## config.mk

```make
export PLATFORM = sky130hd
export DESIGN_NAME = alu_bist_ctrl
export DESIGN_NICKNAME = d
export VERILOG_FILES = /design/src/rtl/alu_defs_pkg.sv /design/src/rtl/alu_golden_model.sv /design/src/rtl/alu_bist_ctrl.sv
export SDC_FILE = /design/constraint.sdc
export NUM_CORES = 1
export LEC_CHECK = 0
export ABC_AREA = 0
export ABC_CLOCK_PERIOD_IN_PS = 17300
export BUFFER_PORTS_ARGS = -buffer_cell sky130_fd_sc_hd__buf_2
export CORE_MARGIN = 5
export CORE_UTILIZATION = 50
export DETAILED_ROUTE_END_ITERATION = 12
export GPL_TIMING_DRIVEN = 1
export PLACE_DENSITY = 0.69
export SLEW_MARGIN = 25
export SYNTH_ARGS = -nofsm -noshare
export SYNTH_HDL_FRONTEND = slang
export SYNTH_SLANG_ARGS = --single-unit
export TNS_END_PERCENT = 100
```

## constraint.sdc

```tcl
create_clock -name clk -period 17.3 [get_ports clk]
set_clock_uncertainty 0.1 [all_clocks]
set_input_delay 3.46 -clock clk [delete_from_list [all_inputs] [get_ports clk]]
set_output_delay 3.46 -clock clk [all_outputs]
set_load 0.03 [all_outputs]
```

## src/rtl/alu_defs_pkg.sv

```systemverilog
// Shared definitions for the ALU BIST: ALU opcodes, BIST controller state
// encoding and the LFSR polynomial/step function used for random operands.
package alu_defs_pkg;

    localparam logic [2:0] ALUOP_AND = 3'b000;
    localparam logic [2:0] ALUOP_OR  = 3'b001;
    localparam logic [2:0] ALUOP_ADD = 3'b010;
    localparam logic [2:0] ALUOP_SUB = 3'b110;
    localparam logic [2:0] ALUOP_SLT = 3'b111;

    typedef enum logic [1:0] {
        ST_IDLE   = 2'd0,
        ST_SETTLE = 2'd1,
        ST_CHECK  = 2'd2,
        ST_DONE   = 2'd3
    } bist_state_e;

    // Right-shifting Galois form of x^32+x^22+x^2+x+1 (taps 32,22,2,1 -> bits 31,21,1,0)
    localparam logic [31:0] LFSR_POLY = 32'h8020_0003;

    function automatic logic [31:0] lfsr_step(input logic [31:0] s);
        return {1'b0, s[31:1]} ^ (s[0] ? LFSR_POLY : 32'h0);
    endfunction

endpackage

```

## src/rtl/alu_golden_model.sv

```systemverilog
// Combinational reference ALU used by the BIST to predict Output/Z/V/Cout.
// chk_vc flags the ops (ADD/SUB) for which V and Cout carry meaning.
module alu_golden_model
    import alu_defs_pkg::*;
#(
    parameter int WIDTH = 32
) (
    input  logic [WIDTH-1:0] i1,
    input  logic [WIDTH-1:0] i2,
    input  logic [2:0]       op,
    output logic [WIDTH-1:0] exp_result,
    output logic             exp_z,
    output logic             exp_v,
    output logic             exp_cout,
    output logic             chk_vc
);

    logic [WIDTH-1:0] b_eff;
    logic [WIDTH:0]   sum;

    // SUB is I1 + ~I2 + 1, so add and subtract share one adder
    always_comb begin
        b_eff      = (op == ALUOP_SUB) ? ~i2 : i2;
        sum        = {1'b0, i1} + {1'b0, b_eff} + (WIDTH+1)'(op == ALUOP_SUB);
        exp_result = '0;
        chk_vc     = 1'b0;
        case (op)
            ALUOP_AND: exp_result = i1 & i2;
            ALUOP_OR:  exp_result = i1 | i2;
            ALUOP_ADD: begin
                exp_result = sum[WIDTH-1:0];
                chk_vc     = 1'b1;
            end
            ALUOP_SUB: begin
                exp_result = sum[WIDTH-1:0];
                chk_vc     = 1'b1;
            end
            ALUOP_SLT: exp_result = WIDTH'($signed(i1) < $signed(i2));
            default:   exp_result = '0;
        endcase
        exp_z    = (exp_result == '0);
        exp_v    = (i1[WIDTH-1] == b_eff[WIDTH-1]) && (sum[WIDTH-1] != i1[WIDTH-1]);
        exp_cout = sum[WIDTH];
    end

endmodule

```

## src/rtl/alu_bist_ctrl.sv

```systemverilog
// BIST initiator for the 32-bit ALU: applies corner then LFSR vectors, checks
// each response against alu_golden_model and reports pass/err_count/first_fail_idx.
module alu_bist_ctrl
    import alu_defs_pkg::*;
#(
    parameter int          WIDTH         = 32,
    parameter int          NUM_VECTORS   = 256,
    parameter int          SETTLE_CYCLES = 2,
    parameter logic [31:0] SEED_A        = 32'hACE1_2B3F,
    parameter logic [31:0] SEED_B        = 32'h1D87_2C45
) (
    input  logic             clk,
    input  logic             rst_n,
    input  logic             start,
    output logic             busy,
    output logic             done,
    output logic             pass,
    output logic [15:0]      err_count,
    output logic [15:0]      first_fail_idx,
    output logic [WIDTH-1:0] alu_i1,
    output logic [WIDTH-1:0] alu_i2,
    output logic [2:0]       alu_op,
    input  logic [WIDTH-1:0] alu_result,
    input  logic             alu_z,
    input  logic             alu_v,
    input  logic             alu_cout,
    output bist_state_e      dbg_state
);

    // Handshake: start is a level request sampled only in IDLE; done is a
    // one-cycle pulse and the result outputs hold until the next accepted start.
    bist_state_e state, state_nxt;
    logic [15:0] idx, ld_idx, settle_cnt;
    logic [2:0]  op_phase, ld_phase, ld_op;
    logic [31:0] lfsr_a, lfsr_b, ld_lfsr_a, ld_lfsr_b;
    logic [WIDTH-1:0] ld_i1, ld_i2;
    logic        load_first, load_next, mismatch;
    logic [WIDTH-1:0] exp_result;
    logic        exp_z, exp_v, exp_cout, chk_vc;

    alu_golden_model #(.WIDTH(WIDTH)) u_golden (
        .i1(alu_i1), .i2(alu_i2), .op(alu_op),
        .exp_result(exp_result), .exp_z(exp_z), .exp_v(exp_v),
        .exp_cout(exp_cout), .chk_vc(chk_vc)
    );

    assign busy      = (state == ST_SETTLE) || (state == ST_CHECK);
    assign dbg_state = state;
    assign mismatch  = (alu_result != exp_result) || (alu_z != exp_z) ||
                       (chk_vc && ((alu_v != exp_v) || (alu_cout != exp_cout)));

    always_comb begin
        state_nxt  = state;
        load_first = 1'b0;
        load_next  = 1'b0;
        case (state)
            ST_IDLE: if (start) begin
                state_nxt  = ST_SETTLE;
                load_first = 1'b1;
            end
            ST_SETTLE: if (settle_cnt == 16'd0) state_nxt = ST_CHECK;
            ST_CHECK: begin
                if (idx == 16'(NUM_VECTORS - 1)) begin
                    state_nxt = ST_DONE;
                end else begin
                    state_nxt = ST_SETTLE;
                    load_next = 1'b1;
                end
            end
            ST_DONE: state_nxt = ST_IDLE;
            default: state_nxt = ST_IDLE;
        endcase
    end

    // Vector being loaded: vector 0 from fresh seeds, otherwise idx+1
    always_comb begin
        ld_idx    = load_first ? 16'd0 : idx + 16'd1;
        ld_phase  = (load_first || op_phase == 3'd4) ? 3'd0 : op_phase + 3'd1;
        ld_lfsr_a = load_first ? SEED_A : lfsr_a;
        ld_lfsr_b = load_first ? SEED_B : lfsr_b;
        case (ld_phase)
            3'd0:    ld_op = ALUOP_AND;
            3'd1:    ld_op = ALUOP_OR;
            3'd2:    ld_op = ALUOP_ADD;
            3'd3:    ld_op = ALUOP_SUB;
            default: ld_op = ALUOP_SLT;
        endcase
        ld_i1 = WIDTH'(ld_lfsr_a);
        ld_i2 = WIDTH'(ld_lfsr_b);
        if (ld_idx < 16'd5) begin
            case (ld_idx[2:0])
                3'd0: begin ld_i1 = '0;                          ld_i2 = '0; end
                3'd1: begin ld_i1 = '1;                          ld_i2 = '0; end
                3'd2: begin ld_i1 = {1'b0, {(WIDTH-1){1'b1}}};   ld_i2 = WIDTH'(1); end
                3'd3: begin ld_i1 = '0;                          ld_i2 = WIDTH'(1); end
                default: begin ld_i1 = {1'b1, {(WIDTH-1){1'b0}}}; ld_i2 = WIDTH'(1); end
            endcase
        end
    end

    always_ff @(posedge clk) begin
        if (!rst_n) begin
            state          <= ST_IDLE;
            done           <= 1'b0;
            pass           <= 1'b0;
            err_count      <= 16'd0;
            first_fail_idx <= 16'hFFFF;
            alu_i1         <= '0;
            alu_i2         <= '0;
            alu_op         <= ALUOP_AND;
            idx            <= 16'd0;
            op_phase       <= 3'd0;
            settle_cnt     <= 16'd0;
            lfsr_a         <= SEED_A;
            lfsr_b         <= SEED_B;
        end else begin
            state <= state_nxt;
            done  <= 1'b0;
            if (load_first || load_next) begin
                alu_i1     <= ld_i1;
                alu_i2     <= ld_i2;
                alu_op     <= ld_op;
                idx        <= ld_idx;
                op_phase   <= ld_phase;
                lfsr_a     <= lfsr_step(ld_lfsr_a);
                lfsr_b     <= lfsr_step(ld_lfsr_b);
                settle_cnt <= 16'(SETTLE_CYCLES - 1);
            end else if (state == ST_SETTLE && settle_cnt != 16'd0) begin
                settle_cnt <= settle_cnt - 16'd1;
            end
            if (load_first) begin
                err_count      <= 16'd0;
                first_fail_idx <= 16'hFFFF;
                pass           <= 1'b0;
            end
            // err_count only leaves zero on the first mismatch of a run
            if (state == ST_CHECK && mismatch) begin
                if (err_count != 16'hFFFF) err_count <= err_count + 16'd1;
                if (err_count == 16'd0)    first_fail_idx <= idx;
            end
            if (state == ST_DONE) begin
                done <= 1'b1;
                pass <= (err_count == 16'd0);
            end
        end
    end

endmodule

```

## Yosys cells after proc, flatten, opt, wreduce, memory -nomap -nowiden

Cells that the tools add are included.

| storage, ports and cells | value |
|---|---|
| register bits | 202 |
| input bits | 38 |
| output and inout bits | 104 |
| logic and storage cells | 110 |

| cells by class | value |
|---|---|
| add/sub/neg operators | 6 |
| $lt $le $gt $ge | 2 |
| equality and inequality tests | 24 |
| mux-type cells | 33 |
| bitwise logic cells | 6 |
| reductions and logical operators | 25 |

Operators by type and width:

| kind | count |
|---|---|
| $mux W32 | 7 |
| $pmux W32 S4 | 1 |
| $mux W16 | 7 |
| $pmux W32 S3 | 1 |
| $xor A31 B32 Y32 | 2 |
| $add A32 B32 Y33 | 1 |
| $add A33 B1 Y33 | 1 |
| $add A16 B1 Y16 const B | 2 |
| $and A32 B32 Y32 | 1 |
| $logic_not A16 Y1 | 2 |
| $logic_not A32 Y1 | 1 |
| $lt A32 B32 Y1 | 1 |
| $ne A32 B32 Y1 | 1 |
| $not A32 Y32 | 1 |
| $or A32 B32 Y32 | 1 |
| $eq A16 B8 Y1 const B | 1 |
| $lt A16 B3 Y1 const B | 1 |
| $ne A16 B16 Y1 const B | 1 |
| $reduce_bool A16 Y1 | 1 |
| $sub A16 B1 Y16 const B | 1 |
| $eq A3 B2 Y1 const B | 5 |
| $pmux W3 S4 | 1 |
| $mux W1 | 11 |
| $eq A3 B1 Y1 const B | 3 |
| other kinds (19) | 41 |

## Longest topological paths before layout

Gate-level depths: netlist (run 1).

| logic depth | value |
|---|---|
| depth after elaboration | 12 |
| mapped depth | 25 |
| depth with buffers taken out | 19 |

## Hierarchy

A second synthesis (run 1) with hierarchy kept.

| second synthesis, totals | value |
|---|---|
| cell total of the unflattened synthesis | 1704 |
| area, all modules | 13807.0 sq um |

By module, submodules not included:

| module | instances | cells each | area an instance (sq um) | sequential area each (sq um) |
|---|---|---|---|---|
| alu_bist_ctrl | 1 | 1047 | 8868.5 | 4043.9 |
| alu_golden_model | 1 | 657 | 4938.5 | 0.0 |

## Least setup slack after synthesis (run 1)

OpenSTA, ideal clock, no wires.

| path | value |
|---|---|
| path kind | input to register |
| start | in alu_result[9] |
| end | reg first_fail_idx[10] |
| setup time | 0.130 ns |
| arrival time | 6.834 ns |
| data required time | 17.070 ns |
| slack | 10.236 ns |
| stages | 15 |
| path buffers | 2 |
| path through | clkbuf_1 -> mux2_2 -> o22ai_1 -> o311a_1 -> o211a_1 -> o2111ai_1 -> or4_1 -> nor4_1 -> nand4_1 -> or3_1 -> or4_4 -> o311ai_4 -> buf_4 -> nor3b_2 -> o21ai_1 |

| on the way | value |
|---|---|
| longest elaborated chain between the ends | 5 |

Ends and longest elaborated chain:

| element | line | source |
|---|---|---|
| from (decl) | alu_bist_ctrl.sv:23 | `input logic [WIDTH-1:0] alu_result,` |
| $ne A32 B32 Y1 | alu_bist_ctrl.sv:49 | `assign mismatch = (alu_result != exp_result) \|\| (alu_z != exp_z) \|\|` |
| $logic_or A1 B1 Y1 (2 in a row) | alu_bist_ctrl.sv:49 |  |
| $logic_and A1 B1 Y1 | alu_bist_ctrl.sv:137 | `if (state == ST_CHECK && mismatch) begin` |
| $mux W16 | alu_bist_ctrl.sv:137 |  |
| to (signal assigned) | alu_bist_ctrl.sv:139 | `if (err_count == 16'd0) first_fail_idx <= idx;` |
| to (decl) | alu_bist_ctrl.sv:19 | `output logic [15:0] first_fail_idx,` |

Every way passes these cells.
A chain may end at the register's enable or synchronous reset.

## Final worst setup path (run 1)

| path | value |
|---|---|
| start | reg alu_op[0] |
| end | reg err_count[9] |

| on the way | value |
|---|---|
| longest elaborated chain between the ends | 12 |
| elaborated cells between the ends (all ways) | 25 |
| classes of those cells | add/sub (2); eq/ne (10); mux (4); reduce/logical (9) |

Ends and longest elaborated chain:

| element | line | source |
|---|---|---|
| from (decl) | alu_bist_ctrl.sv:22 | `output logic [2:0] alu_op,` |
| from (signal assigned) | alu_bist_ctrl.sv:122 | `alu_op <= ld_op;` |
| branches (longest 9 deep; another with $add A32 B32 Y33) | n/a |  |
| $logic_or A1 B1 Y1 (*) | alu_bist_ctrl.sv:49 |  |
| $logic_and A1 B1 Y1 (*) | alu_bist_ctrl.sv:137 |  |
| $mux W16 (*) | alu_bist_ctrl.sv:137 |  |
| to (signal assigned) | alu_bist_ctrl.sv:138 | `if (err_count != 16'hFFFF) err_count <= err_count + 16'd1;` |
| to (decl) | alu_bist_ctrl.sv:18 | `output logic [15:0] err_count,` |

Every way passes the cells marked *.

==> results of run 1 <==
-- Yosys cell counts, types with 24 or more instances --
library cell / count
a22oi_1: 24
nand4_1: 42
nand2b_1: 41
nand3_1: 63
ha_1: 141
a31oi_1: 29
o21ai_0: 110
nand2_1: 236
inv_1: 118
nor4_1: 28
nor2_1: 159
nor3_1: 37
clkbuf_1: 92
a21oi_1: 168
dfxtp_1: 202
xnor2_1: 71
-- layer usage --
metal / track usage / share of wire / wire length, um
met1: 0.400 / 0.40 / 23000
met2: 0.531 / 0.46 / 26300
met3: 0.0379 / 0.071 / 4030
met4: 0.181 / 0.066 / 3780
met5: 0 / 0.00023 / 13
-- worst paths after layout --
| check | from | end | slack [ps] |
|---|---|---|---|
| worst min-delay path | settle_cnt[6]$_SDFFE_PP0P_ | settle_cnt[6]$_SDFFE_PP0P_ | 360 |
| worst min register to register | settle_cnt[6]$_SDFFE_PP0P_ | settle_cnt[6]$_SDFFE_PP0P_ | 360 |
| worst max register to register | alu_op[0]$_SDFFE_PN0P_ | err_count[9]$_SDFF_PN0_ | 9370 |
| worst max-delay path | alu_op[0]$_SDFFE_PN0P_ | err_count[9]$_SDFF_PN0_ | 9370 |
-- power by group through the flow --
| stage | sequential [W] | combinational [W] | clock [W] |
|---|---|---|---|
| after floorplan | 0.000677 | 0.000522 | 0 |
| after global placement | 0.000648 | 0.000769 | 0 |
| after detailed placement | 0.000651 | 0.000782 | 0 |
| after CTS | 0.000642 | 0.000787 | 0.000400 |
| after global routing | 0.000654 | 0.000879 | 0.000419 |
| final | 0.000645 | 0.000805 | 0.000393 |
-- through the flow --
step | cell area (um2) | worst slack, ps | hold WS (ps) | util
4_1_cts | 16800 | 9540 | 359 | 0.552
2_1_floorplan | 15400 | 10240 | 336 | -
3_5_place_dp | 16300 | 9050 | 351 | 0.533
5_1_grt | 16900 | 8910 | 387 | 0.553
3_3_place_gp | 16300 | 9030 | 343 | 0.533
6_report | 16900 | 9370 | 359 | 0.553
-- sequential cells by signal, indices dropped and copies added, names as in the netlist --
signal          count
op_phase            3
first_fail_idx     16
alu_i1             32
err_count          16
alu_i2             32
done                1
dbg_state           2
lfsr_b             32
idx                16
alu_op              3
settle_cnt         16
pass                1
lfsr_a             32
-- logic make-up after synthesis --
| kind of cell | share of synthesized area |
|---|---|
| mux | 0.0171 |
| buf+inv | 0.0636 |
| fa+ha+maj | 0.116 |
| xor+xnor | 0.0535 |
| simple gates | 0.246 |
| compound gates | 0.241 |
| flops | 0.263 |
-- critical path, stage by stage, from the launching register on --
cell	delay (ps)
dfxtp_2	310
buf_4	530
nor2_1	140
nand2_1	660
buf_4	400
xnor2_1	100
ha_1	510
a21oi_1	230
o211ai_1	390
nand2_1	230
a2111oi_2	510
nor3_1	100
or4b_1	550
a2111oi_0	590
nand2_1	110
a211oi_1	700
xor2_1	460
o31ai_4	210
o21ai_2	710
o221ai_1	190
-- layout make-up --
class	count	area share
multi-input combinational	1577	0.616
sequential	202	0.240
timing repair buffer	164	0.0540
clock buffer	29	0.0328
tap	396	0.0294
inverter	120	0.0267
clock inverter	3	0.00126
==> flow_summary_export.csv, run 1 <==
group,metric,value,unit
power,finalPower,0.00184,W
finish,layout_commonest_cell,"nand2_1",
place,dp_hpwl,43300,um
clocking,numCtsBuffers,19,
critical_path,reg2regPathDepth,19,
timing,fmax,0.126,GHz
route,wl_per_cell,22.9,um
logic_synthesis,synth-seq-cells,202,
timing,drv_slew,0,
finish,drive_gt1_frac,0.120,
timing,setup_viol,0,
logic_synthesis,synth.avg_cell_area,7.61,um2
global_route,antenna_found_initial,1,
global_route,grt_util_all_layers,0.319,
timing,period_share,0.458,
place,dp_cells,2457,
logic_synthesis,synth_top_area_share,0.263,
finish,multi_input_area,10400,um2
power,p_clk_frac,0.213,
clocking,clockBufferDepth,3,
clocking,cts_resized,0,
timing,finalCriticalPeriod,7930,ps
logic_synthesis,yosysUniqueCellTypes,94,
logic_synthesis,yosysSeqAreaShare,0.263,
worst_hold_path,min_delay_path_depth,2,
floorplan,start_util,0.505,
timing,finalSetupTns,0,ps
clocking,cts_root_buf,"clkbuf_16",
place,io_buffer_count,141,
timing,grt_setup_unrepaired,"no",
logic_synthesis,synthFlopType,"dfxtp_1",
floorplan,die_h,185,um
power,power_density,109,nW/um2
floorplan,die_area,34400,um2
finish,area_growth,9.63,%
global_route,grt_pass1_vias,15062,
power,ir_drop,0.128,mV
logic_synthesis,postSynthCellCount,2022,
logic_synthesis,synth_nets,2202,
floorplan,core_area,30500,um2
place,gp_congestion,1.12,
global_route,grt_first_pass_wirelength,86400,um
power,power_frac_comb,0.437,
route,routed_wl,57100,um
route,drtPass1Iterations,5,
route,drc,0,
logic_synthesis,synth_top_area_cell,"dfxtp_1",
clocking,clk_pin_slew,70,ps
logic_synthesis,ys_warn_count,0,
floorplan,die_x,185,um
finish,final_nets,2264,
clocking,hold_buffers,0,
power,p_leak,6.67,nW
worst_hold_path,hold_class,"reg -> reg",
run_status,outcome,"finished clean",
finish,n_antenna_cell,0,
critical_path,cp_max_fo,64,
critical_path,worstSetupEndpointType,"register",
floorplan,rows,64,
critical_path,crit_type,"reg -> reg",
finish,final_cells,2491,
logic_synthesis,synth_edf_count,0,
power,p_int,0.00105,W
timing,worst_pin_slew,1100,ps
job,maxCapViolCount,0,
critical_path,cp.arrival,8160,ps
critical_path,start_kind,"register",
power,swShare,0.431,
finish,layout_common_cells,"nand2_1, dfxtp_1, a21oi_1",
clocking,cts_setup_buffers,0,
finish,regArea,4050,um2
power,p_seq_frac,0.350,
finish,fillers,2944,
floorplan,io_pins,142,
critical_path,required,17530,ps
clocking,clkSinkCount,202,
route,via_count,15745,
global_route,gr-total-overflow,0,
logic_synthesis,yosys-top-cells-area,"dfxtp_1, ha_1, nand2_1, a21oi_1, xnor2_1",
timing,hold_violations,0,
clocking,insertion_delay,480,ps
route,antenna_left,0,
logic_synthesis,synth.cell_area,15400,um2
timing,maxSlewHeadroom,0.264,
route,initialDrtViolationCount,1289,
logic_synthesis,async_flop_share,0,
route,avgViaCountPerCell,6.32,
global_route,grt_max_degree,79,
clocking,htree_levels,1,
power,switchingPower,0.000795,W
clocking,cts_tree,"built",
(Power assumes the default switching activity.)
==> inputs of run 2 (changes only) <==
--- a/config.mk
+++ b/config.mk
@@ -6,13 +6,13 @@
 export NUM_CORES = 1
 export LEC_CHECK = 0
 export ABC_AREA = 0
-export ABC_CLOCK_PERIOD_IN_PS = 17300
+export ABC_CLOCK_PERIOD_IN_PS = 6800
 export BUFFER_PORTS_ARGS = -buffer_cell sky130_fd_sc_hd__buf_2
 export CORE_MARGIN = 5
 export CORE_UTILIZATION = 50
 export DETAILED_ROUTE_END_ITERATION = 12
 export GPL_TIMING_DRIVEN = 1
-export PLACE_DENSITY = 0.69
+export PLACE_DENSITY = 0.72
 export SLEW_MARGIN = 25
 export SYNTH_ARGS = -nofsm -noshare
 export SYNTH_HDL_FRONTEND = slang
==> constraint.sdc (replaced) <==
create_clock -name clk -period 6.8 [get_ports clk]
set_clock_uncertainty 0.1 [all_clocks]
set_input_delay 1.36 -clock clk [delete_from_list [all_inputs] [get_ports clk]]
set_output_delay 1.36 -clock clk [all_outputs]
set_load 0.03 [all_outputs]
==> flow_summary_export.csv, run 2 (synthesis results as in run 1) <==
group,metric,value,unit
worst_hold_path,hold_path_end,"settle_cnt[6]$_SDFFE_PP0P_",
critical_path,reg2regPathDepth,20,
timing,setup_viol,0,
timing,finalCriticalPeriod,6530,ps
finish,area_growth,10.9,%
global_route,grt_pass1_vias,14929,
global_route,grt_first_pass_wirelength,86100,um
finish,n_antenna_cell,0,
critical_path,rrSetupSlack,270,ps
power,ir_drop,0.235,mV
timing,grt_setup_unrepaired,"no",
route,antenna_left,0,
floorplan,core_area,30500,um2
place,io_buffer_count,141,
clocking,clk_pin_slew,60,ps
job,maxCapViolCount,0,
clocking,cts_root_buf,"clkbuf_16",
clocking,insertion_delay,490,ps
timing,fmax,0.153,GHz
global_route,gr-total-overflow,0,
place,dp_cells,2472,
timing,maxSlewHeadroom,0.349,
route,drc,0,
finish,final_nets,2280,
timing,worst_pin_slew,976,ps
worst_hold_path,hold_class,"reg -> reg",
critical_path,reg2reg_from,"alu_op[1]$_SDFFE_PN0P_",
place,dpl_worst_slack,383,ps
timing,drv_slew,0,
global_route,grt_util_all_layers,0.316,
floorplan,die_area,34400,um2
global_route,antenna_found_initial,0,
worst_hold_path,min_delay_path_depth,2,
finish,final_area,17100,um2
route,routed_wl,56600,um
clocking,clkSinkCount,202,
timing,hold_violations,0,
critical_path,worstSetupEndpointType,"register",
finish,final_cells,2506,
finish,drive_gt1_frac,0.127,
place,dp_hpwl,43600,um
route,avgViaCountPerCell,6.32,
critical_path,cp.arrival,6780,ps
clocking,clockBufferDepth,3,
timing,finalSetupTns,0,ps
power,p_leak,6.78,nW
critical_path,start_kind,"register",
route,drtPass1Iterations,5,
clocking,cts_resized,0,
critical_path,rr_endpoint,"first_fail_idx[15]$_SDFF_PN1_",
global_route,grt_max_degree,74,
worst_hold_path,hp-start,"settle_cnt[6]$_SDFFE_PP0P_",
timing,fin_ws,273,ps
floorplan,io_pins,142,
clocking,hold_buffers,0,
floorplan,rows,64,
timing,hold_slack,355,ps
timing,period_share,0.960,
finish,layout_commonest_cell,"nand2_1",
place,place_area,16400,um2
run_status,outcome,"finished clean",
critical_path,crit_type,"reg -> reg",
floorplan,die_h,185,um
route,initialDrtViolationCount,1580,
route,wl_per_cell,22.6,um
route,via_count,15841,
power,power_density,279,nW/um2
place,gp_congestion,1.07,
clocking,cts_setup_buffers,0,
floorplan,die_x,185,um
clocking,htree_levels,1,
clocking,numCtsBuffers,20,
floorplan,start_util,0.505,
finish,layout_common_cells,"nand2_1, dfxtp_1, a21oi_1",
clocking,cts_tree,"built",
critical_path,cp_max_fo,32,
critical_path,required,7050,ps
run 2: cell count changes in the layout (fill, tap and decap cells not counted), sizes merged:
cell,before,now
inv,120,119
bufinv,0,1
clkinv,3,5
clkbuf,29,27
buf,164,179
run 2: worst max-delay path by stage:
| stage | from | to | slack [ps] | cells past startpoint |
|---|---|---|---|---|
| floorplan | alu_op[0]$_SDFFE_PN0P_ | first_fail_idx[10]$_SDFF_PN1_ | 450 | 23 |
| global placement | alu_op[0]$_SDFFE_PN0P_ | err_count[13]$_SDFF_PN0_ | 400 | 18 |
| detailed placement | alu_op[1]$_SDFFE_PN0P_ | err_count[13]$_SDFF_PN0_ | 380 | 21 |
| CTS | alu_op[1]$_SDFFE_PN0P_ | first_fail_idx[15]$_SDFF_PN1_ | 350 | 19 |
| global route | alu_op[1]$_SDFFE_PN0P_ | err_count[13]$_SDFF_PN0_ | 30 | 20 |
| finish | alu_op[1]$_SDFFE_PN0P_ | first_fail_idx[15]$_SDFF_PN1_ | 270 | 20 |
run 2: final cells by class:
type,instances,area [um2]
Tap cell,396,495
Clock buffer,27,568
Multi-Input combinational cell,1577,10400
Fill cell,2951,13400
Inverter,120,450
Clock inverter,5,53.8
Timing Repair Buffer,179,1040
Sequential cell,202,4050
run 2: stage by stage:
step,util,power (W)
6_report,0.559,0.00476
4_1_cts,0.557,0.00472
3_5_place_dp,0.537,0.00365
2_1_floorplan,-,0.00305
5_1_grt,0.559,0.00505
3_3_place_gp,0.537,0.00361
run 2: metal layers:
layer / track usage / wire length (um) / share of wire
met1: 0.407 / 23300 / 0.41
met2: 0.515 / 25900 / 0.46
met3: 0.0465 / 4090 / 0.072
met4: 0.162 / 3300 / 0.058
met5: 0 / 0 / 0
run 2: critical path: stages, from the launching register on:
cell and delay, ps:
dfxtp_1 330, inv_1 110, nor2_1 150, nand2_1 280, buf_4 280, xnor2_1 130, ha_1 580, nand2_1 220
a211oi_1 260, o21a_1 330, nor4_1 90, nor4_1 370, nand4_1 220, or4b_1 600, nor4_1 280, or4b_1 470
or4_4 610, o311ai_4 310, buf_4 310, nor3b_1 240, o21ai_1 100
run 2: power breakdown:
group / internal, W / total [W] / switching, W
clock network: 0.000621 / 0.00106 / 0.000443
registers: 0.00139 / 0.00164 / 0.000252
logic: 0.000726 / 0.00205 / 0.00132
total: 0.00274 / 0.00476 / 0.00202
